$ cat src/rtl/cpu_run_ctrl_pkg.sv
// Shared encodings for the MIPS run/step sequencer: FSM states, halt causes
// and the program-slot shift used to form the instruction-memory base.
package cpu_run_ctrl_pkg;

    typedef enum logic [2:0] {
        ST_IDLE = 3'd0,
        ST_LOAD = 3'd1,
        ST_RUN  = 3'd2,
        ST_STEP = 3'd3,
        ST_HALT = 3'd4
    } state_e;

    typedef enum logic [1:0] {
        HC_NONE       = 2'd0,
        HC_HALT_INSTR = 2'd1,
        HC_BREAKPOINT = 2'd2,
        HC_USER_STOP  = 2'd3
    } halt_cause_e;

    // Each resident program occupies a 512-word slot of instruction memory.
    localparam int unsigned PROG_SHIFT = 9;

endpackage

$ cat src/rtl/cpu_run_ctrl_btn_edge.sv
// Button conditioner: two-flop synchroniser plus a history flop, producing a
// single-cycle pulse for each rising edge of the raw input.
module btn_edge
    import cpu_run_ctrl_pkg::*;
(
    input  logic clk,
    input  logic rst_n,
    input  logic btn,
    output logic pulse
);

    logic sync1_q;
    logic sync2_q;
    logic hist_q;

    always_ff @(posedge clk or negedge rst_n) begin
        if (!rst_n) begin
            sync1_q <= 1'b0;
            sync2_q <= 1'b0;
            hist_q  <= 1'b0;
        end else begin
            sync1_q <= btn;
            sync2_q <= sync1_q;
            hist_q  <= sync2_q;
        end
    end

    assign pulse = sync2_q & ~hist_q;

endmodule

$ cat src/rtl/cpu_run_ctrl.sv
// Run/step sequencer for the single-cycle MIPS core: program load with core
// reset hold, commit gating (run/step/breakpoint/halt/stop) and commit count.
module cpu_run_ctrl
    import cpu_run_ctrl_pkg::*;
#(
    parameter int unsigned PC_W     = 32,
    parameter int unsigned CNT_W    = 32,
    parameter int unsigned RST_HOLD = 4
) (
    input  logic             clk,
    input  logic             RST,
    input  logic [2:0]       prog_sel,
    input  logic             start,
    input  logic             step,
    input  logic             stop,
    input  logic             single,
    input  logic             bp_en,
    input  logic [PC_W-1:0]  bp_addr,
    input  logic [PC_W-1:0]  cpu_pc,
    input  logic             cpu_halt,
    output logic             cpu_ce,
    output logic             cpu_rst_n,
    output logic [11:0]      prog_base,
    output logic [2:0]       state,
    output logic [1:0]       halt_cause,
    output logic [CNT_W-1:0] cycles
);

    localparam int unsigned HOLD_W = (RST_HOLD < 2) ? 1 : $clog2(RST_HOLD + 1);

    logic start_p;
    logic step_p;
    logic stop_p;

    btn_edge u_start (.clk(clk), .rst_n(RST), .btn(start), .pulse(start_p));
    btn_edge u_step  (.clk(clk), .rst_n(RST), .btn(step),  .pulse(step_p));
    btn_edge u_stop  (.clk(clk), .rst_n(RST), .btn(stop),  .pulse(stop_p));

    state_e            state_q, state_d;
    halt_cause_e       cause_q, cause_d;
    logic [HOLD_W-1:0] hold_q, hold_d;
    logic [11:0]       base_q, base_d;
    logic [CNT_W-1:0]  cycles_q, cycles_d;
    logic              skip_q, skip_d;

    logic        bp_hit;
    logic        stop_cond;
    logic        enter_load;
    halt_cause_e hit_cause;

    always_ff @(posedge clk or negedge RST) begin
        if (!RST) begin
            state_q  <= ST_IDLE;
            cause_q  <= HC_NONE;
            hold_q   <= '0;
            base_q   <= '0;
            cycles_q <= '0;
            skip_q   <= 1'b0;
        end else begin
            state_q  <= state_d;
            cause_q  <= cause_d;
            hold_q   <= hold_d;
            base_q   <= base_d;
            cycles_q <= cycles_d;
            skip_q   <= skip_d;
        end
    end

    always_comb begin
        state_d    = state_q;
        cause_d    = cause_q;
        hold_d     = hold_q;
        base_d     = base_q;
        skip_d     = skip_q;
        cycles_d   = cycles_q;
        cpu_ce     = 1'b0;
        enter_load = 1'b0;

        // bp_skip lets a resumed breakpoint PC commit once without re-trapping.
        bp_hit    = bp_en & (cpu_pc == bp_addr) & ~skip_q;
        stop_cond = stop_p | bp_hit | cpu_halt;
        if (stop_p)      hit_cause = HC_USER_STOP;
        else if (bp_hit) hit_cause = HC_BREAKPOINT;
        else             hit_cause = HC_HALT_INSTR;

        unique case (state_q)
            ST_IDLE: begin
                if (start_p) enter_load = 1'b1;
            end
            ST_LOAD: begin
                hold_d = hold_q - HOLD_W'(1);
                if (hold_q <= HOLD_W'(1)) state_d = single ? ST_STEP : ST_RUN;
            end
            ST_RUN: begin
                if (stop_cond) begin
                    state_d = ST_HALT;
                    cause_d = hit_cause;
                end else begin
                    cpu_ce = 1'b1;
                    if (single) state_d = ST_STEP;
                end
            end
            ST_STEP: begin
                if (stop_p) begin
                    state_d = ST_HALT;
                    cause_d = HC_USER_STOP;
                end else if (step_p && stop_cond) begin
                    state_d = ST_HALT;
                    cause_d = hit_cause;
                end else begin
                    cpu_ce = step_p;
                    if (!single) state_d = ST_RUN;
                end
            end
            ST_HALT: begin
                if (start_p) begin
                    if (cause_q == HC_HALT_INSTR) begin
                        enter_load = 1'b1;
                    end else begin
                        state_d = single ? ST_STEP : ST_RUN;
                        cause_d = HC_NONE;
                        skip_d  = 1'b1;
                    end
                end
            end
            default: state_d = ST_IDLE;
        endcase

        if (enter_load) begin
            state_d  = ST_LOAD;
            base_d   = {prog_sel, {PROG_SHIFT{1'b0}}};
            cause_d  = HC_NONE;
            hold_d   = HOLD_W'(RST_HOLD);
            cycles_d = '0;
        end else if (cpu_ce && (cycles_q != '1)) begin
            cycles_d = cycles_q + CNT_W'(1);
        end

        if (cpu_ce) skip_d = 1'b0;
    end

    assign cpu_rst_n  = (state_q == ST_RUN) || (state_q == ST_STEP) || (state_q == ST_HALT);
    assign prog_base  = base_q;
    assign state      = state_q;
    assign halt_cause = cause_q;
    assign cycles     = cycles_q;

endmodule

$ cat config.mk
export PLATFORM = sky130hd
export DESIGN_NAME = cpu_run_ctrl
export DESIGN_NICKNAME = d
export VERILOG_FILES = /design/src/rtl/cpu_run_ctrl_pkg.sv /design/src/rtl/cpu_run_ctrl_btn_edge.sv /design/src/rtl/cpu_run_ctrl.sv
export SDC_FILE = /design/constraint.sdc
export NUM_CORES = 1
export LEC_CHECK = 0
export BUFFER_PORTS_ARGS = -buffer_cell sky130_fd_sc_hd__buf_2
export CORE_MARGIN = 2
export CORE_UTILIZATION = 44
export CTS_CLUSTER_SIZE = 14
export DETAILED_ROUTE_END_ITERATION = 16
export HOLD_SLACK_MARGIN = 0.12
export PLACE_DENSITY = 0.79
export SLEW_MARGIN = 15
export SYNTH_ARGS = -nofsm -noshare
export SYNTH_HDL_FRONTEND = slang
export SYNTH_SLANG_ARGS = --single-unit
$ cat constraint.sdc
create_clock -name clk -period 4.8 [get_ports clk]
set_input_delay 0.24 -clock clk [delete_from_list [all_inputs] [get_ports clk]]
set_output_delay 0.24 -clock clk [all_outputs]
set_load 0.1 [all_outputs]
# ---- Yosys cells after proc, flatten, opt, wreduce, memory -nomap -nowiden
# Index checks and enable logic that the tools add are counted.
dict set report totals {
  regBits 53
  wordCells 94
  inputBits 75
}
dict set report op_classes {
  eq_ne 16
  n_lt_le_gt_ge 1
  mux 36
  bitwise_logic 11
  n_reduce_logical 13
  add_sub_neg 2
}
# operator count
set op_table {}
lappend op_table {{32-bit two-way mux} 2}
lappend op_table {{3-bit two-way mux} 11}
lappend op_table {{32-bit by 1-bit adder with 32-bit output, second input constant} 1}
lappend op_table {{32-bit equality test} 1}
lappend op_table {{32-bit inequality test, second input constant} 1}
lappend op_table {{2-bit two-way mux} 8}
lappend op_table {{3-bit case mux with 5 select lines} 1}
lappend op_table {{3-bit inequality test, second input constant} 4}
lappend op_table {{1-bit two-way mux} 11}
lappend op_table {{4-bit inequality test, second input constant} 2}
lappend op_table {{2-bit nonzero test} 4}
lappend op_table {{3-bit by 2-bit equality test with 1-bit output, second input constant} 2}
lappend op_table {{2-bit case mux with 3 select lines} 1}
lappend op_table {{6-bit AND reduction} 1}
lappend op_table {{1-bit AND} 5}
lappend op_table {{5-bit inequality test, second input constant} 1}
lappend op_table {{5-bit AND reduction} 1}
lappend op_table {{2-bit inequality test, second input constant} 2}
lappend op_table {{1-bit NOT} 4}
lappend op_table {{1-bit case mux with 2 select lines} 2}
lappend op_table {{4-bit nonzero test} 1}
lappend op_table {{3-bit by 1-bit equality test with 1-bit output, second input constant} 1}
lappend op_table {{3-bit equality test, second input constant} 1}
lappend op_table {{3-bit by 1-bit <= comparator with 1-bit output, second input constant} 1}
lappend op_table {{7 further kinds} 10}

# ---- Longest topological paths before layout
# Gate-level depths: netlist of the first run.
dict set report logic_depth {
  ltp_word 12
  ltp_mapped 10
  mapped_depth_nobuf 8
}

# ---- Hierarchy
# A second synthesis of the first run with hierarchy kept.
dict set report unflattened {
  cells_unflattened 352
  area_unflattened_um2 3239.4
}
# module instances area_each_um2 cells_each
set modules_own_cells {}
lappend modules_own_cells {cpu_run_ctrl 1 2972.9 340}
lappend modules_own_cells {btn_edge 3 88.8 4}

# ---- Least setup slack after synthesis of the first run
# OpenSTA, ideal clock, no wires.
dict set report synth_timing {
  path_kind {register to register}
  from {register state_q[2] (netlist: state[2])}
  to {register skip_q}
  path_slack_ps 1870
  period_less_slack_ps 2930
  stages_incl_launch_ff 6
  arrival_ps 2739
  path_buffers 1
  cell_sequence {dfrtp_1 > buf_2 > and2b_1 > nand2_1 > nor2_1 > nor2_1}
}
dict set report synth_via {
  elab_chain_cells 4
  word_cells_on_any_way 9
  cone_classes {4 x eq/ne; 2 x mux; 3 x reduce/logical}
}
# element line_no
set synth_rtl {}
lappend synth_rtl {{start: declaration} cpu_run_ctrl.sv:39} ;# state_e state_q, state_d;
lappend synth_rtl {{start signal: assignment} cpu_run_ctrl.sv:60} ;# state_q <= state_d;
lappend synth_rtl {{3-bit by 2-bit equality test with 1-bit output} cpu_run_ctrl.sv:86} ;# unique case (state_q)
lappend synth_rtl {{1-bit case mux with 2 select lines (*)} cpu_run_ctrl.sv:86}
lappend synth_rtl {{via cpu_ce} cpu_run_ctrl.sv:21} ;# output logic cpu_ce,
lappend synth_rtl {{2-bit inequality test (no line) or 2-bit nonzero test (tied branches)} --}
lappend synth_rtl {{3-bit AND reduction (no line)} --}
lappend synth_rtl {{end signal: assignment} cpu_run_ctrl.sv:65} ;# skip_q <= skip_d;
lappend synth_rtl {{end: declaration} cpu_run_ctrl.sv:44} ;# logic skip_q, skip_d;
# Mark *: on every way through the listed nets, which the timed path passes. The rest lies on a longest branch.
# A chain may end at the register's enable or synchronous reset.

# ---- Final worst setup path of the first run
dict set report layout_timing {
  from {register cycles_q[0] (netlist: cycles[0])}
  to {register cycles_q[26] (netlist: cycles[26])}
}
dict set report layout_via {
  elab_chain_cells 3
  word_cells_on_any_way 6
  cone_classes {1 x add/sub; 1 x eq/ne; 2 x mux; 2 x reduce/logical}
}
# element line_no
set layout_rtl {}
lappend layout_rtl {{start: declaration} cpu_run_ctrl.sv:43} ;# logic [CNT_W-1:0] cycles_q, cycles_d;
lappend layout_rtl {{start signal: assignment} cpu_run_ctrl.sv:64} ;# cycles_q <= cycles_d;
lappend layout_rtl {{32-bit by 1-bit adder with 32-bit output or 32-bit inequality test (tied branches)} {cpu_run_ctrl.sv:136, cpu_run_ctrl.sv:135}}
lappend layout_rtl {{32-bit two-way mux or 1-bit logical AND (tied branches)} cpu_run_ctrl.sv:135} ;# end else if (cpu_ce && (cycles_q != '1)) begin
lappend layout_rtl {{32-bit two-way mux or 2-bit nonzero test (tied branches)} --}
# Several ways; a longest one is shown, not always the timed one. The select of a mux whose other input is x is not followed.

==> reports/metrics.cfg, run 1 <==
[timing]
finalSetupTns_ns=0
layout_setup_ws_ns=2.27
finalHoldWorstSlack_ns=0.122
fin_crit_sh_pct=52.8
fmax_mhz=395
drv_slew=0
relSlewSlack_pct=56.5
setup-violations-final=0
period_needed_ns=2.53
tightest_slew_ns=0.653
finalHoldViolations=0
fin_worst_skew_ns=0.0112
rsz0062_at_grt=false

[setup_path]
cp.buffers_inverters=0
required_ns=5.03
crit_family=simple AND/OR/NAND/NOR gates
cp_slowest_stage_delay_ns=0.63
critPathKind=flip-flop to flip-flop
end_kind=flip-flop
cp_slowest_cell=or4_1
cp_cell_sequence=ha_1 -> and3_1 -> and4_1 -> nand4_1 -> nand4_2 -> or4_1 -> a21oi_1
cp_max_fo=21
arrival_ns=2.77
startpoint_type=flip-flop

[power_and_ir_drop]
finalPower_mw=1.46
power_density_nw_per_um2=385
leakagePower_nw=1.77
ir_drop_mv=0.368

[placement]
hpwl_mm=5.59
gp_congestion=0.821
place_ws_ns=2.29
placed_cell_area_um2=3660
dp.cells=526
port_buffers=116

[clocking]
htree_levels=2
cts_tree=done
path_clk_slew_ns=0.10
cts_num_sinks=53
cts_root_buf=clkbuf_8
cts-buffers-inserted=5
cts_buffer_depth=2
clock_latency_ns=0.31

[global_routing]
grt_pass1_vias=2903
grt_antenna_before_repair=0
grt_max_degree=54
grt_use_total_pct=20.0
grt_overflow=0
use_met1_pct=23.5
busiest_layer=met2
use_met3_pct=3.41
grt_use_met2_pct=36.0
grt_pass1_wl_mm=12.4

[yosys]
synth.avg_cell_area_um2=9.03
ys_ff_latch=53
synthFlopType=dfrtp_1
synth.distinct_cells=47
async_flop_share_pct=100
ys_seq_area_share_pct=43.3
synth_area_um2=3060
yosys_warnings=0
netlist_instances=339
synth-edff-count=0

[cells_and_area]
instances_no_fill=538
finalInstanceArea_um2=3800
nFillCells=632
synthToLayoutAreaGrowth_pct=24.2
fin_util_pct=56.3
fin_nets=535
drive_above_1_share_pct=29.7
n_antenna_cell=0

[worst_hold_path]
hold_path.class=input port to flip-flop

[drt]
ant_nets=0
drtIter0Drc=151
wl_per_cell_um=13.8
vias_per_cell=5.38
drc=0
vias=2892
drtPass1Iterations=4
postRouteWirelength_mm=7.43

[die]
dieArea_um2=7640
pin_count=126
core_area_um2=6760
initial_core_util_pct=45.3
die_y_um=87.4
die_w_um=87.4
row_count=30

[run_status]
outcome=finished, final reports clean

[run]
cap_violations=0

[worst paths after layout]
| check | from | end | slack [ns] | cells after the start |
|---|---|---|---|---|
| max in group asynchronous | RST | cycles[1]$_DFFE_PN0P_ | 3.78 | 3 |
| worst min register to register | u_start.sync1_q$_DFF_PN0_ | u_start.sync2_q$_DFF_PN0_ | 0.35 | 0 |
| worst min-delay path | prog_sel[0] | prog_base[9]$_DFFE_PN0P_ | 0.12 | 3 |
| worst max-delay path | cycles[0]$_DFFE_PN0P_ | cycles[26]$_DFFE_PN0P_ | 2.27 | 7 |
| min in group asynchronous | RST | cycles[24]$_DFFE_PN0P_ | 0.58 | 3 |
| worst max register to register | cycles[0]$_DFFE_PN0P_ | cycles[26]$_DFFE_PN0P_ | 2.27 | 7 |
[sequential cells by signal (all words and copies together), names as in the netlist]
| name | count |
|---|---|
| u_stop.sync2_q | 1 |
| u_step.sync2_q | 1 |
| u_step.hist_q | 1 |
| u_start.hist_q | 1 |
| prog_base | 3 |
| hold_q | 3 |
| u_start.sync2_q | 1 |
| u_stop.hist_q | 1 |
| u_stop.sync1_q | 1 |
| u_start.sync1_q | 1 |
| u_step.sync1_q | 1 |
| cycles | 32 |
| skip_q | 1 |
| halt_cause | 2 |
| state | 3 |
[where the power goes]
part           internal, mW  switching (mW)  leakage [nW]  total (mW)
clock network         0.131           0.143        0.0542       0.273
logic                 0.153           0.480          1.01       0.633
registers             0.502          0.0562         0.700       0.558
[area by class of cell]
cell class	count	area, um2	area share [%]
multi-input combinational	264	1600	42.0
sequential	53	1330	34.9
timing repair buffer	122	636	16.7
tap	80	100	2.63
clock buffer	7	96.3	2.53
inverter	11	41.3	1.09
clock inverter	1	5.00	0.132
[metal layers]
metal	part of all wire, %	up-vias
met5	0	-
met4	1.9	0
met3	5.5	16
met2	51	107
met1	42	1348
li1	-	1421
[worst min-delay path, delay by kind of cell]
kind | cells | cell delay (ns)
buffers and inverters | 1 | 0.07
AND/OR/NAND/NOR | 2 | 0.08
[cell usage in the layout, fill, tap and decap left out, types with 4 or more instances in the layout]
cell type / netlist / final
buf_2: 1 / 116
and2_1: 4 / 4
a21oi_1: 25 / 25
xor2_1: 8 / 8
o21ai_0: 4 / 4
nand4_1: 16 / 16
nor2_1: 21 / 20
o21ai_1: 20 / 20
or3_1: 22 / 22
nand2_1: 33 / 33
inv_1: 11 / 11
dfrtp_1: 53 / 53
dlygate4sd3_1: 0 / 4
and3_1: 4 / 4
xnor2_1: 31 / 31
o31ai_1: 4 / 4
clkbuf_8: 0 / 7
conb_1: 1 / 9
nand3_1: 19 / 19
[cell families (layout without fill, tap and decap cells)]
group | Yosys count | count (layout) | share of synthesized area [%]
buffers and inverters | 30 | 141 | 5.56
AND/OR/NAND/NOR | 144 | 144 | 25.4
other | 1 | 9 | 0.123
adder cells (fa/ha/maj) | 3 | 3 | 1.23
XOR/XNOR | 39 | 39 | 11.2
AO/OA/AOI/OAI | 68 | 68 | 12.9
flip-flops | 53 | 53 | 43.3
multiplexers | 1 | 1 | 0.327
[Yosys cell counts (all sizes together) (4+ instances only)]
cell type | n | area (um2)
clkbuf | 5 | 18.8
and3 | 4 | 25.0
xor2 | 8 | 70.1
o31ai | 4 | 30.0
buf | 14 | 110
nand2 | 34 | 130
or3 | 22 | 138
xnor2 | 31 | 272
nand3 | 20 | 105
dfrtp | 53 | 1330
o21ai | 24 | 120
a21oi | 25 | 125
nor4 | 4 | 37.5
and2 | 4 | 25.0
inv | 11 | 41.3
nand4 | 18 | 125
nor2 | 21 | 78.8
[what timing repair did]
item	4_1_cts	5_1_grt
setup buffers	0	0
gates resized for setup	0	0
endpoints found under the hold margin	56	0
hold buffers	4	0
Power figures use the tool's default switching activity.
==> inputs of run 2 (changes only) <==
--- a/config.mk
+++ b/config.mk
@@ -5,13 +5,14 @@
 export SDC_FILE = /design/constraint.sdc
 export NUM_CORES = 1
 export LEC_CHECK = 0
+export ABC_AREA = 1
 export BUFFER_PORTS_ARGS = -buffer_cell sky130_fd_sc_hd__buf_2
 export CORE_MARGIN = 2
 export CORE_UTILIZATION = 44
 export CTS_CLUSTER_SIZE = 14
 export DETAILED_ROUTE_END_ITERATION = 16
 export HOLD_SLACK_MARGIN = 0.12
-export PLACE_DENSITY = 0.79
+export PLACE_DENSITY = 0.78
 export SLEW_MARGIN = 15
 export SYNTH_ARGS = -nofsm -noshare
 export SYNTH_HDL_FRONTEND = slang
==> constraint.sdc (replaced) <==
create_clock -name clk -period 2.3 [get_ports clk]
set_input_delay 0.115 -clock clk [delete_from_list [all_inputs] [get_ports clk]]
set_output_delay 0.115 -clock clk [all_outputs]
set_load 0.1 [all_outputs]
==> run 2 against run 1 <==
Setup slack got worse by 2.1 ns. Core utilization is 0.52 points lower. Synthesized area grew 30%. Worst hold slack gained 0.082 ns. Non-clock buffer count grew 10. Wire length increased by 50%. Critical path type unchanged.
==> reports/metrics.cfg, run 2 <==
[run_status]
outcome=finished, final reports clean  ; unchanged

[cells_and_area]
final_common_cell=nand2_1  ; was buf_2
drive_above_1_share_pct=22.8  ; was 29.7%
n_antenna_cell=0  ; unchanged
synthToLayoutAreaGrowth_pct=22.4  ; was 24.2%
finalInstanceArea_um2=4860  ; was 3800 um2
fin_nets=805  ; was 535
fin_util_pct=55.7  ; was 56.3%
largest_reg_flops=32  ; unchanged
layout_common_cells=nand2_1 (162), buf_2 (116), inv_1 (93)  ; was buf_2 (116), dfrtp_1 (53), nand2_1 (33)

[timing]
fin_crit_sh_pct=92.2  ; was 52.8%
fin_worst_skew_ns=0.00874  ; was 0.0112 ns
drv_slew=0  ; unchanged
setup-violations-final=0  ; unchanged
finalHoldViolations=0  ; unchanged
period_needed_ns=2.12  ; was 2.53 ns
fmax_mhz=472  ; was 395 MHz

[die]
row_count=34  ; was 30
die_w_um=99.0  ; was 87.4 um
die_y_um=99.0  ; was 87.4 um
pin_count=126  ; unchanged
initial_core_util_pct=45.5  ; was 45.3%
dieArea_um2=9800  ; was 7640 um2
core_area_um2=8720  ; was 6760 um2

[setup_path]
cp_max_fo=19  ; was 21
cp_slowest_stage_delay_ns=0.41  ; was 0.63 ns
critPathKind=flip-flop to flip-flop  ; unchanged
crit_top_cell=nand2_2
reg2reg_depth=12  ; was 7
cp_slowest_cell=dfrtp_2  ; was or4_1
end_kind=flip-flop  ; unchanged
arrival_ns=2.33  ; was 2.77 ns
startpoint_type=flip-flop  ; unchanged
required_ns=2.51  ; was 5.03 ns
cp_cell_sequence=ha_1 -> nand3_2 -> inv_2 -> nand2_2 -> nor3_2 -> nand4_1 -> nor2_1 -> nand2_2 -> nand2_8 -> buf_6 -> nand3_1 -> o31ai_1  ; was ha_1 -> and3_1 -> and4_1 -> nand4_1 -> nand4_2 -> or4_1 -> a21oi_1

[clocking]
path_clk_slew_ns=0.10  ; about the same
cts_root_buf=clkbuf_8  ; unchanged
cts-buffers-inserted=5  ; unchanged
cts_tree=done  ; unchanged
cts_setup_buffers=0  ; unchanged
htree_levels=2  ; unchanged
clock_latency_ns=0.31  ; about the same
cts_buffer_depth=2  ; unchanged
cts_num_sinks=53  ; unchanged

[global_routing]
grt_max_degree=49  ; was 54
grt_overflow=0  ; unchanged
grt_pass1_vias=3987  ; was 2903
grt_antenna_before_repair=0  ; unchanged
grt_use_total_pct=21.9  ; was 20.0%
grt_pass1_wl_mm=17.9  ; was 12.4 mm

[placement]
placed_cell_area_um2=4660  ; was 3660 um2
port_buffers=116  ; unchanged
hpwl_mm=8.69  ; was 5.59 mm
gp_congestion=0.988  ; was 0.821

[yosys]
netlist_top_cells_count=nand2_1 (163), inv_1 (93), nor2_1 (73)  ; was dfrtp_1 (53), nand2_1 (33), xnor2_1 (31)
synth.distinct_cells=41  ; was 47
synth.avg_cell_area_um2=6.62  ; was 9.03 um2
synthFlopType=dfrtp_1  ; unchanged
synth.most_common_cell=nand2_1  ; was dfrtp_1
async_flop_share_pct=100  ; unchanged
synth_area_um2=3970  ; was 3060 um2
netlist_instances=600  ; was 339
ys_top_cells_by_area=dfrtp_1 (33%), nand2_1 (15%), inv_1 (8.8%)  ; was dfrtp_1 (43%), xnor2_1 (8.9%), or3_1 (4.5%)
ys_seq_area_share_pct=33.4  ; was 43.3%
ys_ff_latch=53  ; unchanged
synth_top_area_share_pct=33.4  ; was 43.3%
yosys_warnings=0  ; unchanged
synth-edff-count=0  ; unchanged
synth_area_leader_cell=dfrtp_1  ; unchanged

[drt]
drc=0  ; unchanged
postRouteWirelength_mm=11.1  ; was 7.43 mm
wl_per_cell_um=13.3  ; was 13.8 um
vias=4313  ; was 2892
drtPass1Iterations=5  ; was 4
ant_nets=0  ; unchanged
vias_per_cell=5.16  ; was 5.38
drtIter0Drc=212  ; was 151

[power_and_ir_drop]
finalPower_mw=3.16  ; was 1.46 mW
power_density_nw_per_um2=651  ; was 385 nW/um2
ir_drop_mv=0.858  ; was 0.368 mV
leakagePower_nw=2.66  ; was 1.77 nW

[worst_hold_path]
hold_path.class=input port to flip-flop  ; unchanged
whs_path_depth=5  ; was 3

[run]
cap_violations=0  ; unchanged

==> run 2: changes by cell type in the layout (fill, tap and decap cells not counted), moves of 11 or more <==
cell / change
nand2_1: +129
inv_1: +82
nor2_1: +53
nand3_1: +32
or3_1: -22
xnor2_1: -21
nor3_1: +19
o21ai_1: -18
a21oi_1: -15
dfrtp_1: -12
dfrtp_2: +11
==> run 2: where the power goes <==
group	switching [mW]	total, mW	internal, mW
clock network	0.329	0.580	0.251
registers	0.0764	1.12	1.04
logic	1.13	1.47	0.334
==> run 2: layout make-up <==
type                            count  area (um2)
Fill cell                         845        3860
Multi-Input combinational cell    439        2200
Sequential cell                    53        1340
Clock buffer                        6        82.6
Clock inverter                      2        17.5
Tap cell                          108         135
Timing Repair Buffer              132         722
Inverter                           96         363
==> run 2: critical path: cells and delay by family, from the launching register on <==
family,cells,cell delay [ns]
AOI/OAI and AO/OA,1,0.09
DFF,1,0.41
adders and majority gates,1,0.22
buffers and inverters,2,0.29
and+or+nand+nor,8,1.00
==> run 2: kinds of logic after synthesis <==
group	count (synthesis)	share of synthesized area, %
xor gates and xnor gates	27	5.95
DFF	53	33.4
buffers and inverters	117	12.8
adders and majority gates	3	0.945
other	1	0.0944
AOI/OAI and AO/OA	44	6.84
and+or+nand+nor	355	40.0
==> run 2: final timing paths <==
check                                         start                        to  slack (ns)
max                           cycles[0]$_DFFE_PN0P_    cycles[27]$_DFFE_PN0P_        0.18
min                                        cpu_halt        skip_q$_DFFE_PN0P_        0.20
max reg2reg                   cycles[0]$_DFFE_PN0P_    cycles[27]$_DFFE_PN0P_        0.18
min reg2reg                u_step.sync1_q$_DFF_PN0_  u_step.sync2_q$_DFF_PN0_        0.36
max in group asynchronous                       RST      state[1]$_DFFE_PN0P_        1.41
min in group asynchronous                       RST     cycles[7]$_DFFE_PN0P_        0.25
==> run 2: repair_timing <==
action,in CTS,in global routing
endpoints found under the setup margin,3,16
hold buffers,7,0
gates cloned,0,1
gates resized for setup,1,3
hold endpoints to repair,21,0
pin swaps,0,1
==> run 2: routing by layer <==
metal  share of wire [%]  wire length [um]  GRT usage, %
met1                  44              4940          29.4
met4                 1.2               129          5.16
met2                  47              5230          37.5
met3                 7.4               821          2.98
met5                   0                 0             0
==> run 2: stage by stage <==
stage / TNS (ns) / hold slack (ns) / std cells / worst slack, ns
2_1_floorplan: 0 / -0.181 / 608 / 0.00458
6_report: 0 / 0.204 / 836 / 0.179
4_1_cts: 0 / 0.205 / 835 / 0.0318
3_5_place_dp: 0 / 0.0717 / 820 / 0.0329
3_3_place_gp: 0 / 0.0690 / 820 / 0.182
5_1_grt: -0.0127 / 0.231 / 836 / -0.0112
